## src/rtl/vend_controller_if.sv

```systemverilog
// Bus bundle between the vending controller and its coin acceptor, keypad,
// dispenser and change hopper. The master modport is the controller side.
interface vend_if #(
    parameter int CW = 5
);
    logic [1:0]    coin;
    logic          sel_valid;
    logic          sel;
    logic          cancel;
    logic          disp_req;
    logic          disp_item;
    logic          disp_ack;
    logic          change_ready;
    logic          change_out;
    logic          coin_reject;
    logic          sel_deny;
    logic [CW-1:0] credit;
    logic          busy;

    modport master (
        input  coin, sel_valid, sel, cancel, disp_ack, change_ready,
        output disp_req, disp_item, change_out, coin_reject, sel_deny, credit, busy
    );

    modport slave (
        output coin, sel_valid, sel, cancel, disp_ack, change_ready,
        input  disp_req, disp_item, change_out, coin_reject, sel_deny, credit, busy
    );
endinterface

```

## src/rtl/vend_controller.sv

```systemverilog
// Two-product coin vending sequencer: collects credit, dispenses over a
// req/ack handshake, then pays change one nickel per hopper-ready cycle.
module vend_controller #(
    parameter int PRICE_A    = 3,
    parameter int PRICE_B    = 5,
    parameter int MAX_CREDIT = 15,
    parameter int CW         = 5
) (
    input  logic  clock_i,
    input  logic  reset_ni,
    vend_if.master bus
);

    typedef enum logic [1:0] {
        IDLE     = 2'd0,
        COLLECT  = 2'd1,
        DISPENSE = 2'd2,
        CHANGE   = 2'd3
    } state_e;

    state_e        state_q,       state_d;
    logic [CW-1:0] credit_q,      credit_d;
    logic          disp_req_q,    disp_req_d;
    logic          disp_item_q,   disp_item_d;
    logic          change_out_q,  change_out_d;
    logic          coin_reject_q, coin_reject_d;
    logic          sel_deny_q,    sel_deny_d;
    logic          busy_q,        busy_d;

    logic [CW-1:0] coin_val;
    logic [CW-1:0] credit_sum;
    logic [CW-1:0] credit_base;
    logic [CW-1:0] price;
    logic          coin_present;
    logic          coin_fits;

    function automatic logic [CW-1:0] coin_value(input logic [1:0] code);
        case (code)
            2'b01:   return CW'(1);
            2'b10:   return CW'(2);
            2'b11:   return CW'(5);
            default: return CW'(0);
        endcase
    endfunction

    // CW holds MAX_CREDIT+5, so the trial sum never wraps before the check.
    function automatic logic credit_fits(input logic [CW-1:0] trial);
        return trial <= CW'(MAX_CREDIT);
    endfunction

    always_comb begin
        state_d       = state_q;
        credit_d      = credit_q;
        disp_req_d    = disp_req_q;
        disp_item_d   = disp_item_q;
        change_out_d  = 1'b0;
        coin_reject_d = 1'b0;
        sel_deny_d    = 1'b0;

        coin_val     = coin_value(bus.coin);
        coin_present = (bus.coin != 2'b00);
        credit_sum   = credit_q + coin_val;
        coin_fits    = credit_fits(credit_sum);
        price        = bus.sel ? CW'(PRICE_B) : CW'(PRICE_A);
        credit_base  = credit_q;

        case (state_q)
            IDLE, COLLECT: begin
                if (state_q == COLLECT && bus.cancel) begin
                    // Refund wins over a same-cycle selection; any coin goes back.
                    state_d       = CHANGE;
                    coin_reject_d = coin_present;
                end else begin
                    if (bus.sel_valid) begin
                        if (state_q == COLLECT && credit_q >= price) begin
                            disp_item_d = bus.sel;
                            disp_req_d  = 1'b1;
                            state_d     = DISPENSE;
                            credit_base = credit_q - price;
                        end else begin
                            sel_deny_d = 1'b1;
                        end
                    end
                    // Coin acceptance is judged on the pre-purchase credit.
                    if (coin_present && !coin_fits) begin
                        coin_reject_d = 1'b1;
                        credit_d      = credit_base;
                    end else begin
                        credit_d = credit_base + coin_val;
                        if (coin_present && state_d != DISPENSE) begin
                            state_d = COLLECT;
                        end
                    end
                end
            end
            DISPENSE: begin
                coin_reject_d = coin_present;
                sel_deny_d    = bus.sel_valid;
                if (bus.disp_ack) begin
                    disp_req_d = 1'b0;
                    state_d    = (credit_q != '0) ? CHANGE : IDLE;
                end
            end
            CHANGE: begin
                coin_reject_d = coin_present;
                sel_deny_d    = bus.sel_valid;
                if (bus.change_ready) begin
                    change_out_d = 1'b1;
                    credit_d     = credit_q - CW'(1);
                    if (credit_q == CW'(1)) begin
                        state_d = IDLE;
                    end
                end
            end
            default: begin
                state_d    = IDLE;
                credit_d   = '0;
                disp_req_d = 1'b0;
            end
        endcase

        busy_d = (state_d == DISPENSE) || (state_d == CHANGE);
    end

    always_ff @(posedge clock_i or negedge reset_ni) begin
        if (!reset_ni) begin
            state_q       <= IDLE;
            credit_q      <= '0;
            disp_req_q    <= 1'b0;
            disp_item_q   <= 1'b0;
            change_out_q  <= 1'b0;
            coin_reject_q <= 1'b0;
            sel_deny_q    <= 1'b0;
            busy_q        <= 1'b0;
        end else begin
            state_q       <= state_d;
            credit_q      <= credit_d;
            disp_req_q    <= disp_req_d;
            disp_item_q   <= disp_item_d;
            change_out_q  <= change_out_d;
            coin_reject_q <= coin_reject_d;
            sel_deny_q    <= sel_deny_d;
            busy_q        <= busy_d;
        end
    end

    assign bus.disp_req    = disp_req_q;
    assign bus.disp_item   = disp_item_q;
    assign bus.change_out  = change_out_q;
    assign bus.coin_reject = coin_reject_q;
    assign bus.sel_deny    = sel_deny_q;
    assign bus.credit      = credit_q;
    assign bus.busy        = busy_q;

endmodule

```

## src/flat_wrapper.sv

```systemverilog
// flat-port wrapper written by rule: the top's interface ports become plain ports
module vend_controller_flat 
#(
    parameter int PRICE_A    = 3,
    parameter int PRICE_B    = 5,
    parameter int MAX_CREDIT = 15,
    parameter int CW         = 5
)
  (clock_i, reset_ni, bus_coin, bus_sel_valid, bus_sel, bus_cancel, bus_disp_ack, bus_change_ready, bus_disp_req, bus_disp_item, bus_change_out, bus_coin_reject, bus_sel_deny, bus_credit, bus_busy);
  vend_if #(.CW(CW)) bus_i ();
  input  logic clock_i;
  input  logic reset_ni;
  input wire logic [$bits(bus_i.coin)-1:0] bus_coin;
  input wire logic [$bits(bus_i.sel_valid)-1:0] bus_sel_valid;
  input wire logic [$bits(bus_i.sel)-1:0] bus_sel;
  input wire logic [$bits(bus_i.cancel)-1:0] bus_cancel;
  input wire logic [$bits(bus_i.disp_ack)-1:0] bus_disp_ack;
  input wire logic [$bits(bus_i.change_ready)-1:0] bus_change_ready;
  output wire logic [$bits(bus_i.disp_req)-1:0] bus_disp_req;
  output wire logic [$bits(bus_i.disp_item)-1:0] bus_disp_item;
  output wire logic [$bits(bus_i.change_out)-1:0] bus_change_out;
  output wire logic [$bits(bus_i.coin_reject)-1:0] bus_coin_reject;
  output wire logic [$bits(bus_i.sel_deny)-1:0] bus_sel_deny;
  output wire logic [$bits(bus_i.credit)-1:0] bus_credit;
  output wire logic [$bits(bus_i.busy)-1:0] bus_busy;
  assign bus_i.coin = bus_coin;
  assign bus_i.sel_valid = bus_sel_valid;
  assign bus_i.sel = bus_sel;
  assign bus_i.cancel = bus_cancel;
  assign bus_i.disp_ack = bus_disp_ack;
  assign bus_i.change_ready = bus_change_ready;
  assign bus_disp_req = bus_i.disp_req;
  assign bus_disp_item = bus_i.disp_item;
  assign bus_change_out = bus_i.change_out;
  assign bus_coin_reject = bus_i.coin_reject;
  assign bus_sel_deny = bus_i.sel_deny;
  assign bus_credit = bus_i.credit;
  assign bus_busy = bus_i.busy;
  vend_controller #(.PRICE_A(PRICE_A), .PRICE_B(PRICE_B), .MAX_CREDIT(MAX_CREDIT), .CW(CW)) u_core (.clock_i(clock_i), .reset_ni(reset_ni), .bus(bus_i));
endmodule
```

## config.mk

```make
export PLATFORM = sky130hd
export DESIGN_NAME = vend_controller_flat
export DESIGN_NICKNAME = d
export VERILOG_FILES = /design/src/rtl/vend_controller_if.sv /design/src/rtl/vend_controller.sv /design/src/flat_wrapper.sv
export SDC_FILE = /design/constraint.sdc
export NUM_CORES = 1
export LEC_CHECK = 0
export CORE_MARGIN = 1
export CORE_UTILIZATION = 54
export CTS_CLUSTER_SIZE = 30
export DETAILED_ROUTE_END_ITERATION = 10
export PLACE_DENSITY = 0.8
export SYNTH_ARGS = -nofsm -noshare
export SYNTH_HDL_FRONTEND = slang
export SYNTH_SLANG_ARGS = --single-unit
```

## constraint.sdc

```tcl
create_clock -name clock_i -period 3 [get_ports clock_i]
set_input_delay 0.6 -clock clock_i [delete_from_list [all_inputs] [get_ports clock_i]]
set_output_delay 0.6 -clock clock_i [all_outputs]
set_load 0.05 [all_outputs]
```

==> metrics.md <==
| Metric | Value |
|---|---|
| Status | `finished, final reports clean` |
| Busiest grt layer | `met2` |
| Share of synthesized area spent on multiplexers | `1.662%` |
| Final ANT Viol Nets | `0` |
| Global-route track usage on met3 | `6.970%` |
| Post-Synth Adder-Cell Area | `15.44%` |
| Clock share of power | `6.4%` |
| F_max | `0.3629 GHz` |
| Power Internal | `0.8664 mW` |
| Max IR drop VDD | `0.0006822 V` |
| CP delay by family, top | `adder cells` |
| H-tree levels | `1` |
| Sequential-to-total area share from yosys stat | `25.42%` |
| Critical path buffer and inverter count | `1` |
| Port-buffer cells | `19` |
| Internal reg-to-reg setup slack | `240 ps` |
| DR vias | `1,309` |
| Row cnt | `17` |
| Leak | `0.7301 nW` |
| Reg2Reg Capture Point | `u_core.bus.credit[4]` |
| Worst Reg2Reg Path Length in Cells | `12` |
| RD Place Congestion | `0.9407` |
| Die Ht | `50.69 um` |
| Switch Pwr | `0.9182 mW` |
| CP endpoint kind | `flop` |
| Sink Count | `13` |
| Die ar. | `2569 um2` |
| Antenna violations before repair | `0` |
| R2r startpoint | `u_core.bus.credit[1]` |
| Post-synth EDFFs | `0` |
| Tot GR Track Use | `32.16%` |
| Area of the multi-input gates | `918.4 um2` |
| Data arrival time of the worst path | `2970 ps` |
| Compound-Gate Fraction of Synth Area | `28.15%` |
| Synth Area in XOR/XNOR | `3.421%` |
| WL/cell | `17.60 um` |
| First-pass GRT wire length | `5996 um` |
| Final Non-Filler Cells | `208` |
| Worst-margin pin slew | `614.6 ps` |
| Area taken by flip-flops and latches | `326.6 um2` |
| Slew Limit Fails | `0` |
| Final HPWL DP | `2839 um` |
| Final Hold Violating Endpoints | `0` |
| Pre-CTS setup slack | `-521.9 ps` |
| WP data required | `3210 ps` |
| Total gr overflow | `0` |
| Fill count | `161` |
| ANT cells | `0` |
| Unrepaired setup endpoints after global routing | `no` |
| Largest net degree at the start of global routing | `14` |
| Dominant cells by area after synthesis | `dfrtp_1, ha_1, fa_1` |
| Largest family of logic cells by synthesized area | `compound AO/OA/AOI/OAI gates` |
| Max_slew headroom | `58.90%` |
| Worst Setup EP | `u_core.bus.credit[4]` |
| Clock slew at the register clock pins of the worst setup and hold paths | `90 ps` |
| GR Layer Usage met1 | `39.51%` |
| First-pass iteration count of the detailed router | `4` |
| Initial Utilization | `57.31%` |
| Total CTS buffers | `3` |
| Ratio of cells with drive above 1 in the final layout | `24.44%` |
| CP max-delay cell | `dfrtp_2` |
| Core box area | `2233 um2` |
| Die X | `50.69 um` |
| HP Class | `reg2reg` |
| Max Cap Viol | `0` |
| Synth top area share | `25.42%` |
| Flops & latches, synth | `13` |
| Via-to-Cell Ratio | `6.293` |
| Cell accounting for the most synthesized area | `dfrtp_1` |
| Worst-skew pair later-pin latency | `290 ps` |
| Syn avg cell area | `9.143 um2` |
| Critical Path Stages | `12` |
| Vias in the first global route | `1,287` |
| Root buf cell | `clkbuf_4` |
| Sequential power share | `17.1%` |
| DRT Wirelength | `3661 um` |
| Worst Path Class, Setup | `reg2reg` |
| DR DRC count | `0` |
| Final setup violating endpoints | `0` |
| Drt initial violations | `43` |
| Post-synthesis instance area | `1280 um2` |
| Nets | `204` |
| Area growth syn-to-layout | `32.65%` |
| Post-CTS Hold Fix Bufs | `0` |
| Pwr Total | `1.785 mW` |
| Largest stage delay, worst path | `430 ps` |
| Post-synthesis simple-gate area fraction | `20.14%` |
| Yosys warns | `0` |
| Mapped Cells | `140` |
| I/O Pins | `20` |
| Final period demand of the worst path | `2755 ps` |
| Hold wc startpoint | `u_core.bus.disp_req` |
| GR Util met2 | `57.78%` |
| Pwr Density | `1051 nW/um2` |
| Clock Path Buffers | `2` |
| Worst Setup SP | `u_core.bus.credit[1]` |
| Net count after synthesis | `163` |
| Post-synth top flop | `dfrtp_1` |
| Worst setup SP type | `flop` |
| Setup ws final | `244.6 ps` |
| Clk_skew | `9.163 ps` |
| Placed Instances | `204` |
| Critical Path Fanout Max | `3` |
| Tcrit/Tclk final | `91.85%` |
| CTS tree | `built` |
| Switch share | `51.45%` |
| Worst path cell trace | `ha_4, a21o_1, o21ai_2, a21oi_2, xnor2_1, ha_2, inv_1, fa_1, nor2b_2, o221ai_2, o211a_1, nor3_1` |
| Post-synth cell types | `56` |
| Comb pwr share | `76.5%` |
| Ys async rst share | `100.0%` |
| Count leader, synth | `dfrtp_1` |
| Most frequent cells after synthesis | `dfrtp_1, ha_1, a21oi_1` |
-- area by class of cell --
class                           instances  share of cell area [%]
Multi-Input combinational cell        112                   54.09
Inverter                                9                   1.990
Sequential cell                        13                   19.23
Tap cell                               28                   2.063
Timing Repair Buffer                   42                   21.08
Clock buffer                            4                   1.548
-- registers in the layout, indices dropped and copies added (netlist names) --
signal                  flops
u_core.bus.credit           5
u_core.bus.busy             1
u_core.state_q              2
u_core.bus.disp_req         1
u_core.bus.coin_reject      1
u_core.bus.change_out       1
u_core.bus.disp_item        1
u_core.bus.sel_deny         1
-- worst register-to-register path, stage by stage, from the launching register on --
cell      delay, ps
dfrtp_2         430
ha_4            250
a21o_1          200
o21ai_2         190
a21oi_2         100
xnor2_1         190
ha_2            210
inv_1            60
fa_1            400
nor2b_2         140
o221ai_2        120
o211a_1         220
nor3_1          170
-- routing by layer --
layer  vias up  wire length [um]
met5         -                 0
met4         0                80
met3        13               234
met2        60              1884
met1       631              1461
li1        605                 -
-- power by group through the flow --
| stage | sequential [mW] | combinational [mW] | clock (mW) |
|---|---|---|---|
| after floorplan | 0.503 | 0.652 | 0 |
| after global placement | 0.298 | 1.26 | 0 |
| after detailed placement | 0.305 | 1.31 | 0 |
| after CTS | 0.300 | 1.32 | 0.114 |
| after global routing | 0.311 | 1.47 | 0.122 |
| final | 0.306 | 1.36 | 0.114 |
-- worst min path at each step --
stage,cells after the start,to,slack [ps]
floorplan,0,u_core.bus.busy,300
global placement,1,u_core.bus.disp_req,460
detailed placement,1,u_core.bus.disp_req,500
CTS,1,u_core.bus.disp_req,520
global route,1,u_core.bus.disp_req,540
finish,1,u_core.bus.disp_req,510
-- cells in the final DEF (no fill, tap or decap), drive strengths merged, types with 5 or more instances in the layout --
cell | synthesis | layout
a21oi | 10 | 10
buf | 5 | 23
clkbuf | 1 | 5
clkdlybuf4s50 | 0 | 18
dfrtp | 13 | 13
ha | 11 | 11
inv | 9 | 9
nand2 | 7 | 7
nor2 | 10 | 10
nor3 | 8 | 8
o21ai | 5 | 5
-- per-stage QoR --
step	hold slack, ps	setup TNS, ps	instance area, um2	util, %
floorplan	304.4	0	1281	-
global placement	460.6	-1302	1639	73.39
detailed placement	501.4	-1613	1639	73.39
CTS	519.3	0	1673	74.90
global route	535.3	0	1698	76.02
finish	513.6	0	1698	76.02
-- logic make-up after synthesis --
| logic type | after synthesis |
|---|---|
| compound gates | 48 |
| mux | 2 |
| buf+inv | 15 |
| xor+xnor | 5 |
| flops | 13 |
| fa+ha+maj | 14 |
| simple gates | 43 |
-- what timing repair did --
action | CTS | global route
pin swaps | 0 | 3
buffers inserted | 0 | 0
gates resized for setup | 3 | 7
endpoints found under the setup margin | 4 | 4
Note: power is estimated with default switching activity, not from simulation.
